`src/rtl/eth_pkg.sv`:
```
// Shared Ethernet framing definitions for the RMII transmit and receive paths:
// field lengths, delimiter dibits, deframer states and dibit placement helpers.
package eth_pkg;

   localparam int unsigned ETH_PRE_MIN     = 12;
   localparam int unsigned ETH_ADDR_DIBITS = 24;
   localparam int unsigned ETH_LEN_DIBITS  = 8;
   localparam int unsigned ETH_DATA_DIBITS = 1280;
   localparam int unsigned ETH_FCS_DIBITS  = 16;
   localparam logic [47:0] ETH_MY_ADDR     = 48'h69695A065491;

   // wide enough for the longest field (payload)
   localparam int unsigned ETH_CNT_W       = 11;

   localparam int unsigned ETH_DELIM_LEN   = 5;
   localparam logic [1:0]  ETH_DELIM [ETH_DELIM_LEN] = '{2'b11, 2'b01, 2'b11, 2'b01, 2'b01};

   typedef enum logic [2:0] {
      ST_IDLE,
      ST_DELIM,
      ST_DEST,
      ST_SOURCE,
      ST_LENGTH,
      ST_DATA,
      ST_FCS,
      ST_DRAIN
   } eth_state_e;

   // FCS dibit n (byte j = n/4, dibit k = n%4) lands at bit 24-8j+2k of the
   // assembled FCS word, so the first wire byte ends up in [31:24]
   function automatic logic [4:0] fcs_dibit_lsb(input logic [3:0] n);
      int unsigned j;
      int unsigned k;
      j = 32'(n[3:2]);
      k = 32'(n[1:0]);
      return 5'(24 - 8 * j + 2 * k);
   endfunction

   // length dibit n: first byte is length[15:8], LSB-first within the byte
   function automatic logic [3:0] len_dibit_lsb(input logic [2:0] n);
      int unsigned j;
      int unsigned k;
      j = 32'(n[2]);
      k = 32'(n[1:0]);
      return 4'(8 * (1 - j) + 2 * k);
   endfunction

   // address dibit n as it appears on the wire: MSB byte first, LSB-first within the byte
   function automatic logic [1:0] addr_dibit(input logic [47:0] addr, input logic [4:0] n);
      int unsigned pos;
      pos = 8 * (5 - 32'(n[4:2])) + 2 * 32'(n[1:0]);
      return addr[pos +: 2];
   endfunction

endpackage

```
`src/rtl/eth_unpacker_if.sv`:
```
// RMII receive bus plus the deframed payload/status outputs of eth_unpacker.
interface eth_unpacker_if;

   logic        crsdv;
   logic [1:0]  rxd;
   logic        axiov;
   logic [1:0]  axiod;
   logic [15:0] length;
   logic        frame_done;
   logic        frame_ok;

   // master: PHY side driving dibits and observing the deframer
   modport master (
      output crsdv, rxd,
      input  axiov, axiod, length, frame_done, frame_ok
   );

   // slave: the deframer itself
   modport slave (
      input  crsdv, rxd,
      output axiov, axiod, length, frame_done, frame_ok
   );

endinterface

```
`src/rtl/eth_unpacker_crc32.sv`:
```
// Dibit-serial Ethernet CRC-32 (reflected 0xEDB88320, init all-ones).
// axiod presents the final (inverted) CRC with bytes swapped so the byte sent
// first on the wire sits in [31:24]; axiov is high once any dibit was absorbed.
module crc32 (
   input  logic        clk,
   input  logic        rst,
   input  logic        axiiv,
   input  logic [1:0]  axiid,
   output logic        axiov,
   output logic [31:0] axiod
);

   localparam logic [31:0] POLY = 32'hEDB88320;

   logic [31:0] lfsr_q, lfsr_d;
   logic        seen_q, seen_d;
   logic        fb;
   logic [31:0] crc;

   // absorb two bits per cycle, bit 0 first
   always_comb begin
      lfsr_d = lfsr_q;
      seen_d = seen_q;
      fb     = 1'b0;
      if (axiiv) begin
         for (int unsigned i = 0; i < 2; i++) begin
            fb     = lfsr_d[0] ^ axiid[i];
            lfsr_d = {1'b0, lfsr_d[31:1]} ^ (fb ? POLY : '0);
         end
         seen_d = 1'b1;
      end
   end

   // CRC state register
   always_ff @(posedge clk) begin
      if (rst) begin
         lfsr_q <= '1;
         seen_q <= 1'b0;
      end else begin
         lfsr_q <= lfsr_d;
         seen_q <= seen_d;
      end
   end

   assign crc   = ~lfsr_q;
   assign axiod = {crc[7:0], crc[15:8], crc[23:16], crc[31:24]};
   assign axiov = seen_q;

endmodule

```
`src/rtl/eth_unpacker.sv`:
```
// RMII receive deframer: locks on preamble + delimiter, skips the address
// fields, captures length, streams payload dibits and checks the FCS.
// Optional destination filter: define ETH_UNPACKER_DEST_FILTER_EN.
module eth_unpacker
   import eth_pkg::*;
#(
   parameter int unsigned PRE_MIN     = ETH_PRE_MIN,
   parameter int unsigned ADDR_DIBITS = ETH_ADDR_DIBITS,
   parameter int unsigned LEN_DIBITS  = ETH_LEN_DIBITS,
   parameter int unsigned DATA_DIBITS = ETH_DATA_DIBITS,
   parameter int unsigned FCS_DIBITS  = ETH_FCS_DIBITS
`ifdef ETH_UNPACKER_DEST_FILTER_EN
   ,
   parameter logic [47:0] MY_ADDR     = ETH_MY_ADDR
`endif
) (
   input logic           clk,
   input logic           rst,
   eth_unpacker_if.slave bus
);

   localparam logic [ETH_CNT_W-1:0] PRE_LIM    = ETH_CNT_W'(PRE_MIN);
   localparam logic [ETH_CNT_W-1:0] DELIM_LAST = ETH_CNT_W'(ETH_DELIM_LEN - 1);
   localparam logic [ETH_CNT_W-1:0] ADDR_LAST  = ETH_CNT_W'(ADDR_DIBITS - 1);
   localparam logic [ETH_CNT_W-1:0] LEN_LAST   = ETH_CNT_W'(LEN_DIBITS - 1);
   localparam logic [ETH_CNT_W-1:0] DATA_LAST  = ETH_CNT_W'(DATA_DIBITS - 1);
   localparam logic [ETH_CNT_W-1:0] FCS_LAST   = ETH_CNT_W'(FCS_DIBITS - 1);

   eth_state_e           state_q, state_d;
   logic [ETH_CNT_W-1:0] cnt_q, cnt_d;
   logic                 armed_q, armed_d;
   logic [15:0]          length_q, length_d;
   logic [31:0]          fcs_rx_q, fcs_rx_d;
   logic                 axiov_q, axiov_d;
   logic [1:0]           axiod_q, axiod_d;
   logic                 done_q, done_d;
   logic                 ok_q, ok_d;

   logic                 in_frame;
   logic                 field_last;
   logic                 dest_ok;
   logic                 crc_rst;
   logic                 crc_feed;
   logic                 crc_valid;
   logic [31:0]          crc_out;

   assign in_frame = state_q inside {ST_DEST, ST_SOURCE, ST_LENGTH, ST_DATA, ST_FCS};
   assign crc_rst  = rst || (state_q inside {ST_IDLE, ST_DELIM, ST_DRAIN});
   assign crc_feed = bus.crsdv && (state_q inside {ST_DEST, ST_SOURCE, ST_LENGTH, ST_DATA});

   crc32 u_crc32 (
      .clk   (clk),
      .rst   (crc_rst),
      .axiiv (crc_feed),
      .axiid (bus.rxd),
      .axiov (crc_valid),
      .axiod (crc_out)
   );

`ifdef ETH_UNPACKER_DEST_FILTER_EN
   logic bcast_q, bcast_d;
   logic mine_q, mine_d;

   // running match of the destination against broadcast and this station,
   // including the dibit currently on rxd
   always_comb begin
      bcast_d = 1'b1;
      mine_d  = 1'b1;
      if (state_q == ST_DEST) begin
         bcast_d = bcast_q && (bus.rxd == 2'b11);
         mine_d  = mine_q && (bus.rxd == addr_dibit(MY_ADDR, cnt_q[4:0]));
      end
      dest_ok = bcast_d || mine_d;
   end

   // destination match flags
   always_ff @(posedge clk) begin
      if (rst) begin
         bcast_q <= 1'b1;
         mine_q  <= 1'b1;
      end else begin
         bcast_q <= bcast_d;
         mine_q  <= mine_d;
      end
   end
`else
   // every destination is accepted
   always_comb dest_ok = 1'b1;
`endif

   // state register
   always_ff @(posedge clk) begin
      if (rst) state_q <= ST_IDLE;
      else     state_q <= state_d;
   end

   // next state and per-field dibit counter; in Idle the counter holds the
   // preamble run length, in Delim the delimiter index
   always_comb begin
      state_d    = state_q;
      cnt_d      = cnt_q;
      field_last = 1'b0;
      case (state_q)
         ST_DEST, ST_SOURCE: field_last = (cnt_q == ADDR_LAST);
         ST_LENGTH:          field_last = (cnt_q == LEN_LAST);
         ST_DATA:            field_last = (cnt_q == DATA_LAST);
         ST_FCS:             field_last = (cnt_q == FCS_LAST);
         default:            field_last = 1'b0;
      endcase

      unique case (state_q)
         ST_IDLE: begin
            if (!bus.crsdv || !armed_q) begin
               cnt_d = '0;
            end else if (bus.rxd == 2'b01) begin
               cnt_d = (cnt_q < PRE_LIM) ? cnt_q + 1'b1 : cnt_q;
            end else if (bus.rxd == 2'b11 && cnt_q >= PRE_LIM) begin
               state_d = ST_DELIM;
               cnt_d   = ETH_CNT_W'(1);
            end else begin
               cnt_d = '0;
            end
         end
         ST_DELIM: begin
            if (!bus.crsdv) begin
               state_d = ST_IDLE;
               cnt_d   = '0;
            end else if (bus.rxd != ETH_DELIM[cnt_q[2:0]]) begin
               state_d = ST_DRAIN;
               cnt_d   = '0;
            end else if (cnt_q == DELIM_LAST) begin
               state_d = ST_DEST;
               cnt_d   = '0;
            end else begin
               cnt_d = cnt_q + 1'b1;
            end
         end
         ST_DEST, ST_SOURCE, ST_LENGTH, ST_DATA, ST_FCS: begin
            if (!bus.crsdv) begin
               state_d = ST_IDLE;
               cnt_d   = '0;
            end else if (field_last) begin
               cnt_d = '0;
               case (state_q)
                  ST_DEST:   state_d = dest_ok ? ST_SOURCE : ST_DRAIN;
                  ST_SOURCE: state_d = ST_LENGTH;
                  ST_LENGTH: state_d = ST_DATA;
                  ST_DATA:   state_d = ST_FCS;
                  default:   state_d = ST_DRAIN;
               endcase
            end else begin
               cnt_d = cnt_q + 1'b1;
            end
         end
         ST_DRAIN: begin
            cnt_d = '0;
            if (!bus.crsdv) state_d = ST_IDLE;
         end
      endcase
   end

   // preamble hunting is only armed once the carrier has been low in Idle
   assign armed_d = (state_d == ST_IDLE) && (!bus.crsdv || armed_q);

   // outputs, length capture and FCS assembly
   always_comb begin
      axiov_d  = 1'b0;
      axiod_d  = '0;
      done_d   = 1'b0;
      ok_d     = 1'b0;
      length_d = length_q;
      fcs_rx_d = fcs_rx_q;
      if (in_frame && !bus.crsdv) begin
         done_d = 1'b1;
      end else begin
         case (state_q)
            ST_LENGTH: length_d[len_dibit_lsb(cnt_q[2:0]) +: 2] = bus.rxd;
            ST_DATA: begin
               axiov_d = 1'b1;
               axiod_d = bus.rxd;
            end
            ST_FCS: begin
               fcs_rx_d[fcs_dibit_lsb(cnt_q[3:0]) +: 2] = bus.rxd;
               if (cnt_q == FCS_LAST) begin
                  done_d = 1'b1;
                  ok_d   = crc_valid && (fcs_rx_d == crc_out);
               end
            end
            default: ;
         endcase
      end
   end

   // datapath and output registers
   always_ff @(posedge clk) begin
      if (rst) begin
         cnt_q    <= '0;
         armed_q  <= 1'b0;
         length_q <= '0;
         fcs_rx_q <= '0;
         axiov_q  <= 1'b0;
         axiod_q  <= '0;
         done_q   <= 1'b0;
         ok_q     <= 1'b0;
      end else begin
         cnt_q    <= cnt_d;
         armed_q  <= armed_d;
         length_q <= length_d;
         fcs_rx_q <= fcs_rx_d;
         axiov_q  <= axiov_d;
         axiod_q  <= axiod_d;
         done_q   <= done_d;
         ok_q     <= ok_d;
      end
   end

   assign bus.axiov      = axiov_q;
   assign bus.axiod      = axiod_q;
   assign bus.length     = length_q;
   assign bus.frame_done = done_q;
   assign bus.frame_ok   = ok_q;

endmodule

```
`src/flat_wrapper.sv`:
```
// flat-port wrapper written by rule: the top's interface ports become plain ports
module eth_unpacker_flat import eth_pkg::*;
#(
   parameter int unsigned PRE_MIN     = ETH_PRE_MIN,
   parameter int unsigned ADDR_DIBITS = ETH_ADDR_DIBITS,
   parameter int unsigned LEN_DIBITS  = ETH_LEN_DIBITS,
   parameter int unsigned DATA_DIBITS = ETH_DATA_DIBITS,
   parameter int unsigned FCS_DIBITS  = ETH_FCS_DIBITS

)
  (clk, rst, bus_crsdv, bus_rxd, bus_axiov, bus_axiod, bus_length, bus_frame_done, bus_frame_ok);
  eth_unpacker_if bus_i ();
  input logic clk;
  input logic rst;
  input wire logic [$bits(bus_i.crsdv)-1:0] bus_crsdv;
  input wire logic [$bits(bus_i.rxd)-1:0] bus_rxd;
  output wire logic [$bits(bus_i.axiov)-1:0] bus_axiov;
  output wire logic [$bits(bus_i.axiod)-1:0] bus_axiod;
  output wire logic [$bits(bus_i.length)-1:0] bus_length;
  output wire logic [$bits(bus_i.frame_done)-1:0] bus_frame_done;
  output wire logic [$bits(bus_i.frame_ok)-1:0] bus_frame_ok;
  assign bus_i.crsdv = bus_crsdv;
  assign bus_i.rxd = bus_rxd;
  assign bus_axiov = bus_i.axiov;
  assign bus_axiod = bus_i.axiod;
  assign bus_length = bus_i.length;
  assign bus_frame_done = bus_i.frame_done;
  assign bus_frame_ok = bus_i.frame_ok;
  eth_unpacker #(.PRE_MIN(PRE_MIN), .ADDR_DIBITS(ADDR_DIBITS), .LEN_DIBITS(LEN_DIBITS), .DATA_DIBITS(DATA_DIBITS), .FCS_DIBITS(FCS_DIBITS)) u_core (.clk(clk), .rst(rst), .bus(bus_i));
endmodule
```
`config.mk`:
```
export PLATFORM = sky130hd
export DESIGN_NAME = eth_unpacker_flat
export DESIGN_NICKNAME = d
export VERILOG_FILES = /design/src/rtl/eth_pkg.sv /design/src/rtl/eth_unpacker_if.sv /design/src/rtl/eth_unpacker_crc32.sv /design/src/rtl/eth_unpacker.sv /design/src/flat_wrapper.sv
export SDC_FILE = /design/constraint.sdc
export NUM_CORES = 1
export LEC_CHECK = 0
export CORE_UTILIZATION = 45
export DETAILED_ROUTE_END_ITERATION = 12
export SYNTH_ARGS = -nofsm -noshare
export SYNTH_HDL_FRONTEND = slang
export SYNTH_SLANG_ARGS = --single-unit
```
`constraint.sdc`:
```
create_clock -name clk -period 5.7 [get_ports clk]
set_clock_uncertainty 0.1 [all_clocks]
set_input_delay 1.14 -clock clk [delete_from_list [all_inputs] [get_ports clk]]
set_output_delay 1.14 -clock clk [all_outputs]
set_load 0.01 [all_outputs]
```
# == Word-level counts from Yosys, hierarchy flattened ==
# Memories as Yosys holds them, arrays and structs flattened.
# Cells that the tools add are included.
# word_totals
input_bits,5
register_bits,101
out_inout_bits,21
romBits,16
word_cells,107
n_memories,1
# mem_list
name,depth,width,read_ports,rd_clocked_by_memory_dff,write_ports,line,rtl
(name not given),8,2,1,0,0,eth_unpacker.sv:128,end else if (bus.rxd != ETH_DELIM[cnt_q[2:0]]) begin
# op_classes
n_shift,4
reduce_logical,22
n_addsub,7
magnitude_cmp,3
n_bitwise,10
n_eq_ne,17
mux,32
# ops
op,n
11-bit 2-to-1 mux,8
32-bit 2-to-1 mux,2
31-bit by 32-bit bitwise XOR with 32-bit output,2
11-bit one-hot mux with 4 select lines,1
32-bit bitwise mux,1
32-bit equality test,1
32-bit inverter,1
"2-bit by 7-bit variable shift with 32-bit output, first input constant",1
2-bit by 7-bit indexed part select with 32-bit output,1
3-bit 2-to-1 mux,9
3-bit one-hot mux with 4 select lines,2
"11-bit by 3-bit equality test with 1-bit output, second input constant",2
16-bit bitwise mux,1
"2-bit by 6-bit variable shift with 16-bit output, first input constant",1
2-bit by 6-bit indexed part select with 16-bit output,1
"3-bit equality test, second input constant",4
"11-bit by 1-bit adder with 11-bit output, second input constant",1
"11-bit equality test, second input constant",1
"11-bit by 4-bit equality test with 1-bit output, second input constant",1
"11-bit by 5-bit equality test with 1-bit output, second input constant",1
"11-bit by 4-bit >= comparator with 1-bit output, second input constant",1
"11-bit by 4-bit < comparator with 1-bit output, second input constant",1
5-bit negation with 7-bit output,1
"3-bit by 2-bit equality test with 1-bit output, second input constant",2
other kinds (29),48

# == Logic depth before layout (Yosys ltp) ==
# depth
ltp_word,10
ltp_mapped,15
depth_no_buf,10

# == By module ==
# A second synthesis with hierarchy kept.
# hier_totals
hier_cells,723
hier_area_um2,5953.2
# modules_own_cells
mod,seq_area_each_um2,instances,area_per_inst_um2,cells_each
eth_unpacker,1361.3,1,4415.5,556
crc32,660.6,1,1537.7,167

# == Worst setup path before layout ==
# No wires, ideal clock.
# synth_timing
path_type,register -> register
start,reg u_core.cnt_q[0]
end,"reg u_core.ok_q, in the netlist u_core.bus.frame_ok"
synth_period_minus_slack_ns,3.334
slack_ns,2.366
path_stages_with_launch,15
t_required_ns,5.539
n_path_buf,4
setup_ns,0.061
t_arrival_ns,3.173
cell_sequence,dfxtp_1 clkbuf_1 buf_2 inv_1 ha_1 ha_1 clkbuf_1 buf_2 nand4b_1 mux2i_1 mux2i_1 xnor2_1 o2111ai_1 nor4_1 and4_1
# synth_between
elab_chain_cells,6
elab_cells_between_ends,10
cone_classes,add/sub: 2; eq/ne: 2; shift: 2; mux: 1; bitwise: 1; reduce/logical: 2
# synth_lines
element,line,rtl
"start, declared",eth_unpacker.sv:30,"logic [ETH_CNT_W-1:0] cnt_q, cnt_d;"
"start signal, assigned",eth_unpacker.sv:206,cnt_q <= cnt_d;
5-bit by 3-bit adder with 5-bit output,eth_pkg.sv:36,return 5'(24 - 8 * j + 2 * k);
5-bit negation with 7-bit output,eth_unpacker.sv:183,fcs_rx_d[fcs_dibit_lsb(cnt_q[3:0]) +: 2] = bus.rxd;
2-bit by 7-bit indexed part select with 32-bit output / 2-bit by 7-bit variable shift with 32-bit output (equally long branches),eth_unpacker.sv:183,
32-bit bitwise mux,eth_unpacker.sv:183,
32-bit equality test,eth_unpacker.sv:186,ok_d = crc_valid && (fcs_rx_d == crc_out);
1-bit logical AND,eth_unpacker.sv:186,
"end signal, assigned",eth_unpacker.sv:213,ok_q <= ok_d;
"end, declared",eth_unpacker.sv:37,"logic ok_q, ok_d;"
# Several ways; a longest one is shown, not always the timed one.
# A chain may end at the register's enable or synchronous reset.

# == Worst setup path after layout ==
# Same ends and word-level chain as after synthesis.

==> results.yml <==
worst_setup_path:
  r2r_cells: 10
  crit_path_max_fanout: 36
  slowest_stage: "ha_1"
  crit_path_max_incr_delay_ns: 1.01
  critPathLaunch: "u_core.cnt_q[0]"
  required_ns: 5.90
  r2r_end: "u_core.bus.frame_ok"
  crit_path_end_kind: "register"
  worstSetupEndpoint: "u_core.bus.frame_ok"
  cp.arrival_ns: 4.98
  rrSetupSlack_ns: 0.92
  critPathBufInv: 1
  reg2reg_from: "u_core.cnt_q[0]"
  cp_num_cells: 10
  crit_chain: "inv_1, ha_1, ha_1, nor3b_1, o21ai_0, o21ai_0, and3_1, o2111ai_1, nor4_1, and4_1"
  cp-start-kind: "register"
  path_delay_family: "adder cells"
  critPathKind: "register to register"
grt:
  grt_pass1_wl_microns: 25400
  grt_pass1_vias: 4770
  grt-ovfl-total: 0
  antenna_found_initial: 0
  grt_usage_pct: 25.2
  grt_max_degree: 61
clock_tree:
  tritoncts: "built"
  clock_latency_ns: 0.35
  cts.htree.levels: 3
  cts_setup_buffers: 0
  cts_sinks: 101
  numCtsBuffers: 9
  clock_path_buffers: 2
  post_cts_resized: 0
  clk_pin_slew_ns: 0.07
  clockRootBuffer: "clkbuf_16"
  ctsHoldBuffers: 0
final_layout:
  drive_gt1_share_pct: 5.35
  nNetsFinal: 716
  areaGrowthSynthToFinish_pct: 10.8
  fin_area_sq_um: 6380
  diodes: 0
placement:
  pre_cts_ws_ns: 1.13
  dpl.hpwl_microns: 10800
  gp_congestion: 0.869
  dpl_cell_area_sq_um: 6070
  portBuffers: 25
sta:
  finalWorstSetupSlack_ns: 0.917
  rsz0062_at_grt: "false"
  period_minus_slack_ns: 4.78
  finalCritPeriodShare_pct: 83.9
  worst_pin_slew_ns: 1.04
  fin_tns_setup_ns: 0
  timing.fmax_mhz: 209
  finalSetupViolCount: 0
  report.final.slew_viol_count: 0
  relSlewSlack_pct: 30.2
  hold_viol: 0
synthesis:
  synth_area_leaders: "dfxtp_1, mux2i_1, nand2_1"
  synth_fp_nets: 718
  synthArstFlopShare_pct: 0
  synth.avg_cell_area_sq_um: 8.14
  yosys_warnings: 0
  ys_seq_area_share_pct: 35.1
  ys.flop_type: "dfxtp_1"
  syn_area_sq_um: 5760
  synth_edf_count: 0
  synth_most_common_cell: "dfxtp_1"
  ys_types: 63
  synth_top_area_share_pct: 35.1
  synthTopCellsByCount: "dfxtp_1, nand2_1, nor2_1"
  syn-instance-count: 707
  yosys.area.top_type: "dfxtp_1"
  ys_ff_latch: 101
drt:
  routed.top_layer: "met4"
  viasPerCell: 5.79
  drt_iter0_markers: 415
  drc_errors: 0
  first_pass_iters: 5
  met2_length_microns: 7070
  vias: 5088
  wirelength_microns: 15500
  postRouteAntennaNets: 0
  wl_met3_microns: 902
  met1Wirelength_microns: 7260
  avgRoutedWirePerCell_microns: 17.7
power_and_ir_drop:
  p_seq_share_pct: 50.5
  vdd_drop_max_mv: 0.185
  power.internal_mw: 1.07
  powerDensity_nw_per_um2: 219
  pwr-share-comb_pct: 3.6
  p_leak_nw: 2.35
  swShare_pct: 23.5
  power_mw: 1.40
  p_clk_share_pct: 45.8
  power_switching_mw: 0.329
flow_run:
  maxCapViolations: 0
die:
  core_area_sq_um: 12300
  die_h_microns: 115
  fp.dieArea_sq_um: 13200
  ios: 26
  rows: 40
  start_util_pct: 46.9
  die_w_microns: 115
worst_hold_path:
  hold_start: "u_core.fcs_rx_q[22]"
  hp-class: "register to register"
status:
  status: "finished clean"
[routing by layer]
layer,vias to the layer above,track usage [%]
li1,2478,-
met1,2427,34.5
met2,163,39.8
met3,20,5.11
met4,0,7.62
met5,-,0
[sequential cells by signal (all words and copies together) (netlist names), 2 cells and up]
register	cells
u_core.cnt_q	11
u_core.fcs_rx_q	32
u_core.state_q	3
u_core.bus.axiod	2
u_core.bus.length	16
u_core.u_crc32.lfsr_q	32
[power by group through the flow]
| stage | sequential, mW | combinational, mW | clock (mW) |
|---|---|---|---|
| after floorplan | 0.722 | 0.0341 | 0 |
| after global placement | 0.723 | 0.0500 | 0 |
| after detailed placement | 0.723 | 0.0504 | 0 |
| after CTS | 0.706 | 0.0506 | 0.657 |
| after global routing | 0.706 | 0.0553 | 0.688 |
| final | 0.706 | 0.0506 | 0.641 |
[cells in the final DEF (no fill, tap or decap), drive strengths merged, types with 3 or more instances in the layout]
master / instances
ha: 6
o21ai: 18
o21a: 5
nor4: 8
and3: 10
nor2b: 11
dfxtp: 101
mux2i: 52
nand2b: 13
nand3b: 6
nor2: 83
and2: 5
inv: 10
nand4: 14
nor3b: 9
nand3: 39
xnor2: 28
clkbuf: 9
xor2: 29
a31oi: 3
clkdlybuf4s50: 24
nand2: 85
a21boi: 3
nor3: 18
buf: 10
o211ai: 23
a21oi: 26
nor4bb: 3
and4: 4
or3: 5
nand4b: 9
[tightest hold or removal path, delay by kind of cell, from the launching register on]
family | cells | cell delay (ns)
AOI/OAI and AO/OA | 1 | 0.05
DFF | 1 | 0.31
and+or+nand+nor | 1 | 0.05
[layout make-up]
class,instances,area (sq um)
fillers,1191,5880
multi-input cells,552,3500
flip-flops and latches,101,2020
repair buffers,34,313
clock buffers,9,225
well taps,168,210
clock inverters,7,82.6
inverters,7,26.3
[metrics by stage]
stage | hold slack (ns) | utilization, % | std cells
global placement | 0.341 | 49.5 | 862
global route | 0.390 | 52.0 | 878
floorplan | 0.336 | - | 707
detailed placement | 0.349 | 49.5 | 862
finish | 0.357 | 52.0 | 878
CTS | 0.358 | 52.0 | 878
[worst min path at each step]
stage / end / depth (start not counted)
floorplan: u_core.fcs_rx_q[18] / 2
CTS: u_core.fcs_rx_q[22] / 2
global route: u_core.bus.length[14] / 2
global placement: u_core.fcs_rx_q[18] / 2
detailed placement: u_core.fcs_rx_q[22] / 2
finish: u_core.fcs_rx_q[22] / 2
[kinds of logic after synthesis]
group	synth area share [%]
buf+inv	4.09
fa+ha+maj	1.30
simple gates	29.7
mux	9.24
xor+xnor	8.80
flops	35.1
compound gates	11.7
No activity file was read; power rests on OpenSTA's default activity.
